$ cat config.mk
export PLATFORM = sky130hd
export DESIGN_NAME = number_feeder_flat
export DESIGN_NICKNAME = d
export VERILOG_FILES = /design/src/rtl/number_feeder_pkg.sv /design/src/rtl/number_feeder_if.sv /design/src/rtl/number_feeder_latency_timer.sv /design/src/rtl/number_feeder.sv /design/src/flat_wrapper.sv
export SDC_FILE = /design/constraint.sdc
export NUM_CORES = 1
export LEC_CHECK = 0
export ABC_AREA = 1
export CORE_MARGIN = 1.5
export CORE_UTILIZATION = 50
export CTS_CLUSTER_DIAMETER = 60
export DETAILED_ROUTE_END_ITERATION = 8
export GPL_TIMING_DRIVEN = 0
export PLACE_DENSITY = 0.84
export SLEW_MARGIN = 25
export SYNTH_ARGS = -nofsm -noshare
export SYNTH_HDL_FRONTEND = slang
export SYNTH_HIERARCHICAL = 1
export SYNTH_SLANG_ARGS = --single-unit
export TNS_END_PERCENT = 5
$ cat constraint.sdc
create_clock -name clock -period 3.05 [get_ports clock]
set_clock_uncertainty 0.15 [all_clocks]
set_input_delay 0.4575 -clock clock [delete_from_list [all_inputs] [get_ports clock]]
set_output_delay 0.4575 -clock clock [all_outputs]
set_load 0.01 [all_outputs]
$ cat src/rtl/number_feeder_pkg.sv
// Shared types and constants for the number feeder and its analyzer interface.
package number_feeder_pkg;
    localparam int ANA_WIDTH          = 32;
    localparam int RESULT_LATENCY_DEF = 2;
    localparam int LAT_CNT_W          = 4;

    typedef enum logic [2:0] {
        ST_IDLE,
        ST_CLEAR,
        ST_ISSUE,
        ST_WAIT,
        ST_SAMPLE,
        ST_DONE
    } state_e;

    // WAIT lasts RESULT_LATENCY-1 cycles; the timer expires when it reaches zero.
    function automatic logic [LAT_CNT_W-1:0] wait_load(input int lat);
        return (lat >= 2) ? LAT_CNT_W'(lat - 2) : '0;
    endfunction
endpackage

$ cat src/rtl/number_feeder_if.sv
// go/number/result analyzer interface; master = feeder, slave = analyzer.
interface number_feeder_if #(
    parameter int WIDTH = number_feeder_pkg::ANA_WIDTH
);
    logic             ana_reset;
    logic             ana_go;
    logic [WIDTH-1:0] ana_number;
    logic             ana_result;

    modport master (output ana_reset, output ana_go, output ana_number, input ana_result);
    modport slave  (input ana_reset, input ana_go, input ana_number, output ana_result);
endinterface

$ cat src/rtl/number_feeder_latency_timer.sv
// Loadable 4-bit down-counter that flags the end of the analyzer WAIT window.
module feeder_latency_timer
    import number_feeder_pkg::*;
(
    input  logic                 clk_i,
    input  logic                 rst_ni,
    input  logic                 load_i,
    input  logic [LAT_CNT_W-1:0] load_val_i,
    input  logic                 en_i,
    output logic                 expired_o
);
    logic [LAT_CNT_W-1:0] cnt_q;

    always_ff @(posedge clk_i) begin
        if (!rst_ni) begin
            cnt_q <= '0;
        end else if (load_i) begin
            cnt_q <= load_val_i;
        end else if (en_i && (cnt_q != '0)) begin
            cnt_q <= cnt_q - 1'b1;
        end
    end

    assign expired_o = (cnt_q == '0);
endmodule

$ cat src/rtl/number_feeder.sv
// Sweeps an inclusive operand range through one analyzer and counts flagged results.
// Optional last_hit output is built when FEEDER_LAST_HIT_EN is defined.
module number_feeder
    import number_feeder_pkg::*;
#(
    parameter int WIDTH          = ANA_WIDTH,
    parameter int RESULT_LATENCY = RESULT_LATENCY_DEF
) (
    input  logic             clock,
    input  logic             reset,
    input  logic             start_i,
    input  logic [WIDTH-1:0] first_i,
    input  logic [WIDTH-1:0] last_i,
    number_feeder_if.master  ana,
    output logic             busy,
    output logic             done,
    output logic [WIDTH:0]   hit_count,
    output logic [WIDTH:0]   total_count
`ifdef FEEDER_LAST_HIT_EN
    ,output logic [WIDTH-1:0] last_hit
`endif
);
    state_e           state_q, state_d;
    logic [WIDTH-1:0] cur_q, cur_d, lim_q, lim_d;
    logic [WIDTH:0]   hit_q, hit_d, total_q, total_d;
    logic             ana_reset_q, ana_go_q, busy_q, done_q;
    logic             lat_expired;
    logic             accept;

    assign accept = (state_q == ST_IDLE) && start_i;

    feeder_latency_timer u_lat (
        .clk_i      (clock),
        .rst_ni     (reset),
        .load_i     (state_q == ST_ISSUE),
        .load_val_i (wait_load(RESULT_LATENCY)),
        .en_i       (state_q == ST_WAIT),
        .expired_o  (lat_expired)
    );

    always_comb begin
        state_d = state_q;
        cur_d   = cur_q;
        lim_d   = lim_q;
        hit_d   = hit_q;
        total_d = total_q;
        case (state_q)
            ST_IDLE: if (start_i) begin
                cur_d   = first_i;
                lim_d   = last_i;
                hit_d   = '0;
                total_d = '0;
                state_d = (first_i > last_i) ? ST_DONE : ST_CLEAR;
            end
            ST_CLEAR: state_d = ST_ISSUE;
            ST_ISSUE: state_d = (RESULT_LATENCY == 1) ? ST_SAMPLE : ST_WAIT;
            ST_WAIT:  if (lat_expired) state_d = ST_SAMPLE;
            ST_SAMPLE: begin
                total_d = total_q + 1'b1;
                hit_d   = hit_q + (WIDTH+1)'(ana.ana_result);
                // Compare before incrementing so a sweep ending at all-ones never wraps.
                if (cur_q == lim_q) begin
                    state_d = ST_DONE;
                end else begin
                    cur_d   = cur_q + 1'b1;
                    state_d = ST_CLEAR;
                end
            end
            ST_DONE: state_d = ST_IDLE;
            default: state_d = ST_IDLE;
        endcase
    end

    // Outputs are registered from the next state so they line up with state_q.
    always_ff @(posedge clock) begin
        if (!reset) begin
            state_q     <= ST_IDLE;
            cur_q       <= '0;
            lim_q       <= '0;
            hit_q       <= '0;
            total_q     <= '0;
            ana_reset_q <= 1'b1;
            ana_go_q    <= 1'b0;
            busy_q      <= 1'b0;
            done_q      <= 1'b0;
        end else begin
            state_q     <= state_d;
            cur_q       <= cur_d;
            lim_q       <= lim_d;
            hit_q       <= hit_d;
            total_q     <= total_d;
            ana_reset_q <= (state_d == ST_CLEAR);
            ana_go_q    <= (state_d == ST_ISSUE);
            busy_q      <= (state_d != ST_IDLE);
            done_q      <= (state_d == ST_DONE);
        end
    end

`ifdef FEEDER_LAST_HIT_EN
    logic [WIDTH-1:0] last_hit_q;

    always_ff @(posedge clock) begin
        if (!reset || accept) begin
            last_hit_q <= '0;
        end else if ((state_q == ST_SAMPLE) && ana.ana_result) begin
            last_hit_q <= cur_q;
        end
    end

    assign last_hit = last_hit_q;
`endif

    assign ana.ana_reset  = ana_reset_q;
    assign ana.ana_go     = ana_go_q;
    assign ana.ana_number = cur_q;
    assign busy           = busy_q;
    assign done           = done_q;
    assign hit_count      = hit_q;
    assign total_count    = total_q;
endmodule

$ cat src/flat_wrapper.sv
// flat-port wrapper written by rule: the top's interface ports become plain ports
module number_feeder_flat import number_feeder_pkg::*;
#(
    parameter int WIDTH          = ANA_WIDTH,
    parameter int RESULT_LATENCY = RESULT_LATENCY_DEF
)
  (clock, reset, start_i, first_i, last_i, busy, done, hit_count, total_count, ana_ana_reset, ana_ana_go, ana_ana_number, ana_ana_result);
  number_feeder_if #(.WIDTH(WIDTH)) ana_i ();
  input  logic clock;
  input  logic reset;
  input  logic start_i;
  input  logic [WIDTH-1:0] first_i;
  input  logic [WIDTH-1:0] last_i;
  output logic busy;
  output logic done;
  output logic [WIDTH:0] hit_count;
  output logic [WIDTH:0] total_count;
  output wire logic [$bits(ana_i.ana_reset)-1:0] ana_ana_reset;
  output wire logic [$bits(ana_i.ana_go)-1:0] ana_ana_go;
  output wire logic [$bits(ana_i.ana_number)-1:0] ana_ana_number;
  input wire logic [$bits(ana_i.ana_result)-1:0] ana_ana_result;
  assign ana_ana_reset = ana_i.ana_reset;
  assign ana_ana_go = ana_i.ana_go;
  assign ana_ana_number = ana_i.ana_number;
  assign ana_i.ana_result = ana_ana_result;
  number_feeder #(.WIDTH(WIDTH), .RESULT_LATENCY(RESULT_LATENCY)) u_core (.clock(clock), .reset(reset), .start_i(start_i), .first_i(first_i), .last_i(last_i), .ana(ana_i), .busy(busy), .done(done), .hit_count(hit_count), .total_count(total_count));
endmodule
== Yosys cells after proc, flatten, opt, wreduce, memory -nomap -nowiden ==
Index checks and enable logic that the tools add are counted.

* Bits in latches: 0
* Memories: 0
* Word-level logic and storage cells: 47
* Bits of input ports: 68
* Register bits after elaboration: 141
* Memory bits (writable): 0
* Memory bits (read-only): 0

* Shift-type cells: 0
* Reduce and logical (&&, ||, !) cells: 10
* Bitwise logic cells: 1
* Add/sub/neg operators: 4
* Muxes and demuxes: 11
* Multipliers: 0
* Equal/unequal tests: 10
* Div/mod/pow operators: 0
* Order comparisons: 1

{| class="wikitable"
|+ Operators with widths
! cell !! count
|-
| case mux 33 bit (2 select lines) || 2
|-
| 2-to-1 mux 32 bit || 2
|-
| case mux 32 bit (2 select lines) || 1
|-
| adder 33 x 1 -> 33 bit || 1
|-
| adder 33 x 1 -> 33 bit (second input constant) || 1
|-
| 2-to-1 mux 33 bit || 1
|-
| adder 32 x 1 -> 32 bit (second input constant) || 1
|-
| equality test 32 bit || 1
|-
| > comparator 32 bit || 1
|-
| case mux 3 bit (5 select lines) || 1
|-
| 2-to-1 mux 3 bit || 4
|-
| equality test 3 x 2 -> 1 bit (second input constant) || 3
|-
| equality test 3 x 1 -> 1 bit (second input constant) || 2
|-
| equality test 3 bit (second input constant) || 2
|-
| logical NOT 4 bit || 1
|-
| inequality test 2 bit (second input constant) || 2
|-
| AND reduction 2 bit || 2
|-
| nonzero test 4 bit || 1
|-
| subtractor 4 x 1 -> 4 bit (second input constant) || 1
|-
| logical NOT 3 bit || 1
|-
| AND reduction 3 bit || 1
|-
| nonzero test 3 bit || 1
|-
| nonzero test 2 bit || 1
|-
| OR reduction 2 bit || 1
|-
| other kinds (2) || 2
|}

== Logic depth before layout (Yosys ltp) ==
* Depth after elaboration: 5
* Gate-level depth with buffers: 17
* Mapped depth without buffers: 17

== Modules after synthesis ==
Netlist, hierarchy kept.

{| class="wikitable"
|+ By module, submodules not included
! module !! area each (sq um) !! cells each !! seq. area each (sq um) !! times used
|-
| number_feeder || 8829.7 || 1443 || 2742.6 || 1
|-
| feeder_latency_timer || 274.0 || 41 || 80.1 || 1
|}

== Least setup slack after synthesis ==
OpenSTA, ideal clock, no wires.

* Path type: input port to flip-flop
* From: input ana_ana_result
* To: register u_core.hit_q[32] (netlist: u_core/hit_count[32])
* Path slack: 971 ps
* Data required time: 2783 ps
* Arrival time: 1812 ps
* Buffers on the path: 0
* Setup time: 117 ps
* Cell stages on the path: 11
* Cell sequence: ha_1 ha_1 nand3_1 nor2_2 nand3_1 nor2_2 nand2_1 nor2_2 nand3b_1 o21ai_1 a21oi_1

* Longest elaborated chain between the ends: 2

{| class="wikitable"
|+ RTL lines
! what !! line !! RTL
|-
| from (decl) || flat_wrapper.sv:21 || <nowiki>input wire logic [$bits(ana_i.ana_result)-1:0] ana_ana_result;</nowiki>
|-
| adder 33 x 1 -> 33 bit || number_feeder.sv:60 || <nowiki>hit_d = hit_q + (WIDTH+1)'(ana.ana_result);</nowiki>
|-
| case mux 33 bit (2 select lines) || number_feeder.sv:47 || <nowiki>case (state_q)</nowiki>
|-
| to (signal assigned) || number_feeder.sv:90 || <nowiki>hit_q <= hit_d;</nowiki>
|-
| to (decl) || number_feeder.sv:25 || <nowiki>logic [WIDTH:0] hit_q, hit_d, total_q, total_d;</nowiki>
|}

Every way passes these cells.
A chain may end at the register's enable or synchronous reset.

== Worst setup path after layout ==
* From: input ana_ana_result
* To: register u_core.hit_q[26] (netlist: u_core/hit_count[26])

Same word-level chain as after synthesis.

==> summary.txt <==
GRT
  – GRT overflow: 0
  – Initial antenna violation count: 0
  – Met1 Track Usage GR: 0.442
  – Vias in the first global route: 9806
  – GR peak layer: met2
  – Largest net degree at the start of global routing: 17
  – GRT met2 Usage: 0.588
  – GR Util All Layers: 0.356
  – First-pass GRT wire length: 51.0 mm
  – Met3 Resource Use GR: 0.0698

Cells and area
  – Layout cells sized above 1: 0.0457
  – Nets: 1780
  – Area grow syn2layout: 28.2%
  – ANT cells: 0
  – Post-route insts no fill: 1915

Power
  – Switching part of the total: 0.341
  – Seq pwr share: 0.377
  – Total power per unit cell area: 502 nW/um2
  – Int Power: 3.86 mW
  – Peak VDD IR: 436 uV
  – Comb pwr share: 0.266
  – Sw Pwr: ~2 mW
  – Power share of the clock group: 0.357
  – Leakage dissipation: 4.65 nW

Floorplan
  – Ports: 170
  – Row Count: 49
  – Starting Density: 0.509
  – Die area: 19000 um2
  – CORE AREA: 17900 um2
  – Chip height: 138 um
  – Die Wd: between 100 and 150 um

Place
  – GPL Wtd Cong: 0.993
  – Placed cell count: approximately 1900
  – Hpwl dp: ~26 mm
  – Port bufs: 169

Setup path
  – Crit-path max FO: 5
  – Reg2Reg Setup Slack: 0.39 ns
  – Critical path class: in -> reg
  – WP data arrival: between 2 and 3 ns
  – Worst Setup Start Kind: primary input
  – Reg2reg end: u_core/hit_count[26]$_SDFFE_PN0P_
  – Worst R2R Path Depth: 11
  – Worst Path Required: 3.23 ns
  – Worst Setup End Kind: flop
  – Reg-to-Reg Start: u_core/hit_count[0]$_SDFFE_PN0P_

Logic synthesis
  – Cell with the most instances after synthesis: nand2_1
  – Yosys cell types: 48
  – Fraction of registers with async set/reset: 0
  – Area leader, netlist: dfxtp_1
  – Post-synth top area share: 0.310
  – Leading post-synthesis cells by cell area: dfxtp_1, nand2_1, a21oi_1
  – Register bit total from synthesis: 141
  – Ys flop type: dfxtp_1
  – Avg Inst Size Synth: between 6 and 7 um2
  – Post-Syn Area: 9100 um2
  – EDFF count, synth: 0
  – Register area share after synthesis: 0.310
  – Post-synth top cells: nand2_1, inv_1, dfxtp_1
  – Warnings, synthesis: 6
  – Syn Inst Count: 1484

Hold path
  – Hold Crit Class: reg -> reg
  – Hold Crit Start: u_core/lim_q[0]$_SDFFE_PN0P_
  – WHS Endpoint: u_core/lim_q[0]$_SDFFE_PN0P_
  – WHS Path Cells: 2

Clocking
  – Clk pin slew, worst setup/hold paths: 0.06 ns
  – CTS tree: built
  – # resized after CTS: 0
  – # hold bufs at CTS: 0
  – Htree depth: 4
  – Clock buffer depth: 2
  – TritonCTS Buffers: 17
  – Clk Latency, worst-skew pair: 0.43 ns
  – Post-CTS setup buffer count: 0
  – Root buf cell: clkbuf_16
  – Clk sinks: 141

STA
  – Part of the cycle the worst path needs: 0.910
  – Max Slew Vio Count: 0
  – Slew HR: 0.443
  – Final hold vios: 0
  – Final setup viols: 0
  – Worst-Margin Slew: 0.835 ns
  – Fin crit period: 2.78 ns
  – Max Clk Rate: 0.360 GHz
  – WHS: 0.330 ns
  – RSZ-0062 raised after global routing: no

Drt
  – Wire per inst: around 18 um
  – Pre-Repair DR Iteration Count: 6
  – Antenna viol nets, final: 0
  – Routed vias: 10900
  – DR iter-0 viols: 1204
  – Total wire length: around 34 mm
  – Routed vias/inst: 5.68
  – DR DRC count: 0

Run
  – Maximum Capacitance Violations: 0

Status
  – Status: complete, no violations
==> state kept, by name, indices dropped and copies added, names as in the netlist <==
signal	cells
u_core/ana.ana_go	1
u_core/ana.ana_number	32
u_core/busy	1
u_core/total_count	33
u_core/u_lat/cnt_q	4
u_core/ana.ana_reset	1
u_core/done	1
u_core/lim_q	32
u_core/state_q	3
u_core/hit_count	33
==> through the flow <==
stage,setup TNS [ns],util,cell area [um2],setup WS (ns),power [mW]
after floorplan,0,-,9110,0.971,3.09
after global placement,-0.0170,0.620,11100,-0.0146,3.71
after detailed placement,-0.0814,0.620,11100,-0.0491,3.74
after CTS,0,0.652,11700,0.409,5.82
after global routing,0,0.652,11700,0.0677,6.10
final,0,0.652,11700,0.274,5.86
==> critical path, stage by stage <==
cell	delay, ns
clkdlybuf4s50_1	0.50
ha_1	0.18
ha_1	0.20
nand3_1	0.12
nor2_2	0.19
nand3_1	0.21
nor3_1	0.63
nand2_1	0.12
nor2_1	0.16
nand2_1	0.07
nand2_1	0.06
nor2_1	0.05
==> area by class of cell <==
cell class              count  area [um2]
plain buffers              51         244
clock buffers              18         429
clock inverters            12         148
fillers                  1657        6230
inverters                 181         681
multi-input cells        1114        5370
flip-flops and latches    141        2820
well taps                 229         287
repair buffers            169        1690
==> power by group through the flow <==
stage	registers [mW]	logic (mW)	clock network, mW
2_1_floorplan	2.21	0.886	0
3_3_place_gp	2.23	1.48	0
3_5_place_dp	2.24	1.51	0
4_1_cts	2.20	1.52	2.10
5_1_grt	2.22	1.69	2.19
6_report	2.21	1.56	2.09
==> placed cells by master, fill, tap and decap left out, types with 4 or more instances in the layout <==
| master | netlist | routed |
|---|---|---|
| a22oi_1 | 8 | 8 |
| a21oi_1 | 134 | 134 |
| xnor2_1 | 8 | 8 |
| nor2_2 | 6 | 6 |
| or2_2 | 4 | 4 |
| nand4_1 | 22 | 22 |
| ha_1 | 37 | 37 |
| clkdlybuf4s50_1 | 0 | 169 |
| nor4_1 | 6 | 6 |
| a211oi_1 | 5 | 5 |
| nor2_1 | 124 | 124 |
| o21ai_0 | 76 | 76 |
| clkinv_2 | 1 | 6 |
| mux2i_1 | 4 | 4 |
| clkbuf_1 | 26 | 27 |
| inv_2 | 7 | 7 |
| dfxtp_1 | 141 | 141 |
| a221oi_1 | 6 | 6 |
| nand3_1 | 108 | 108 |
| inv_1 | 172 | 172 |
| nand2_1 | 478 | 478 |
| conb_1 | 1 | 4 |
| nand3b_1 | 8 | 8 |
| clkbuf_16 | 0 | 17 |
| nor3_1 | 41 | 41 |
| buf_2 | 17 | 17 |
| xor2_1 | 5 | 5 |
==> cell families (layout without fill, tap and decap cells) <==
group,Yosys count,count (layout),synth area share
flops,141,141,0.310
simple gates,808,808,0.373
compound gates,248,248,0.147
mux,4,4,0.00440
buf+inv,232,431,0.102
xor+xnor,13,13,0.0125
other cells,1,4,0.000412
fa+ha+maj,37,37,0.0509
==> layer usage <==
metal,wire (um),vias to the layer above,part of all wire
met3,3190,107,0.093
met2,15900,633,0.46
met4,1520,0,0.045
li1,-,5196,-
met5,0,-,0
met1,13700,4950,0.40
==> how the worst max path moves through the flow <==
stage | startpoint | endpoint
after CTS | ana_ana_result | u_core/hit_count[26]$_SDFFE_PN0P_
after global placement | ana_ana_result | u_core/hit_count[22]$_SDFFE_PN0P_
after detailed placement | ana_ana_result | u_core/hit_count[26]$_SDFFE_PN0P_
after floorplan | ana_ana_result | u_core/hit_count[32]$_SDFFE_PN0P_
final | ana_ana_result | u_core/hit_count[26]$_SDFFE_PN0P_
after global routing | ana_ana_result | u_core/hit_count[26]$_SDFFE_PN0P_
No activity file was read; power rests on OpenSTA's default activity.
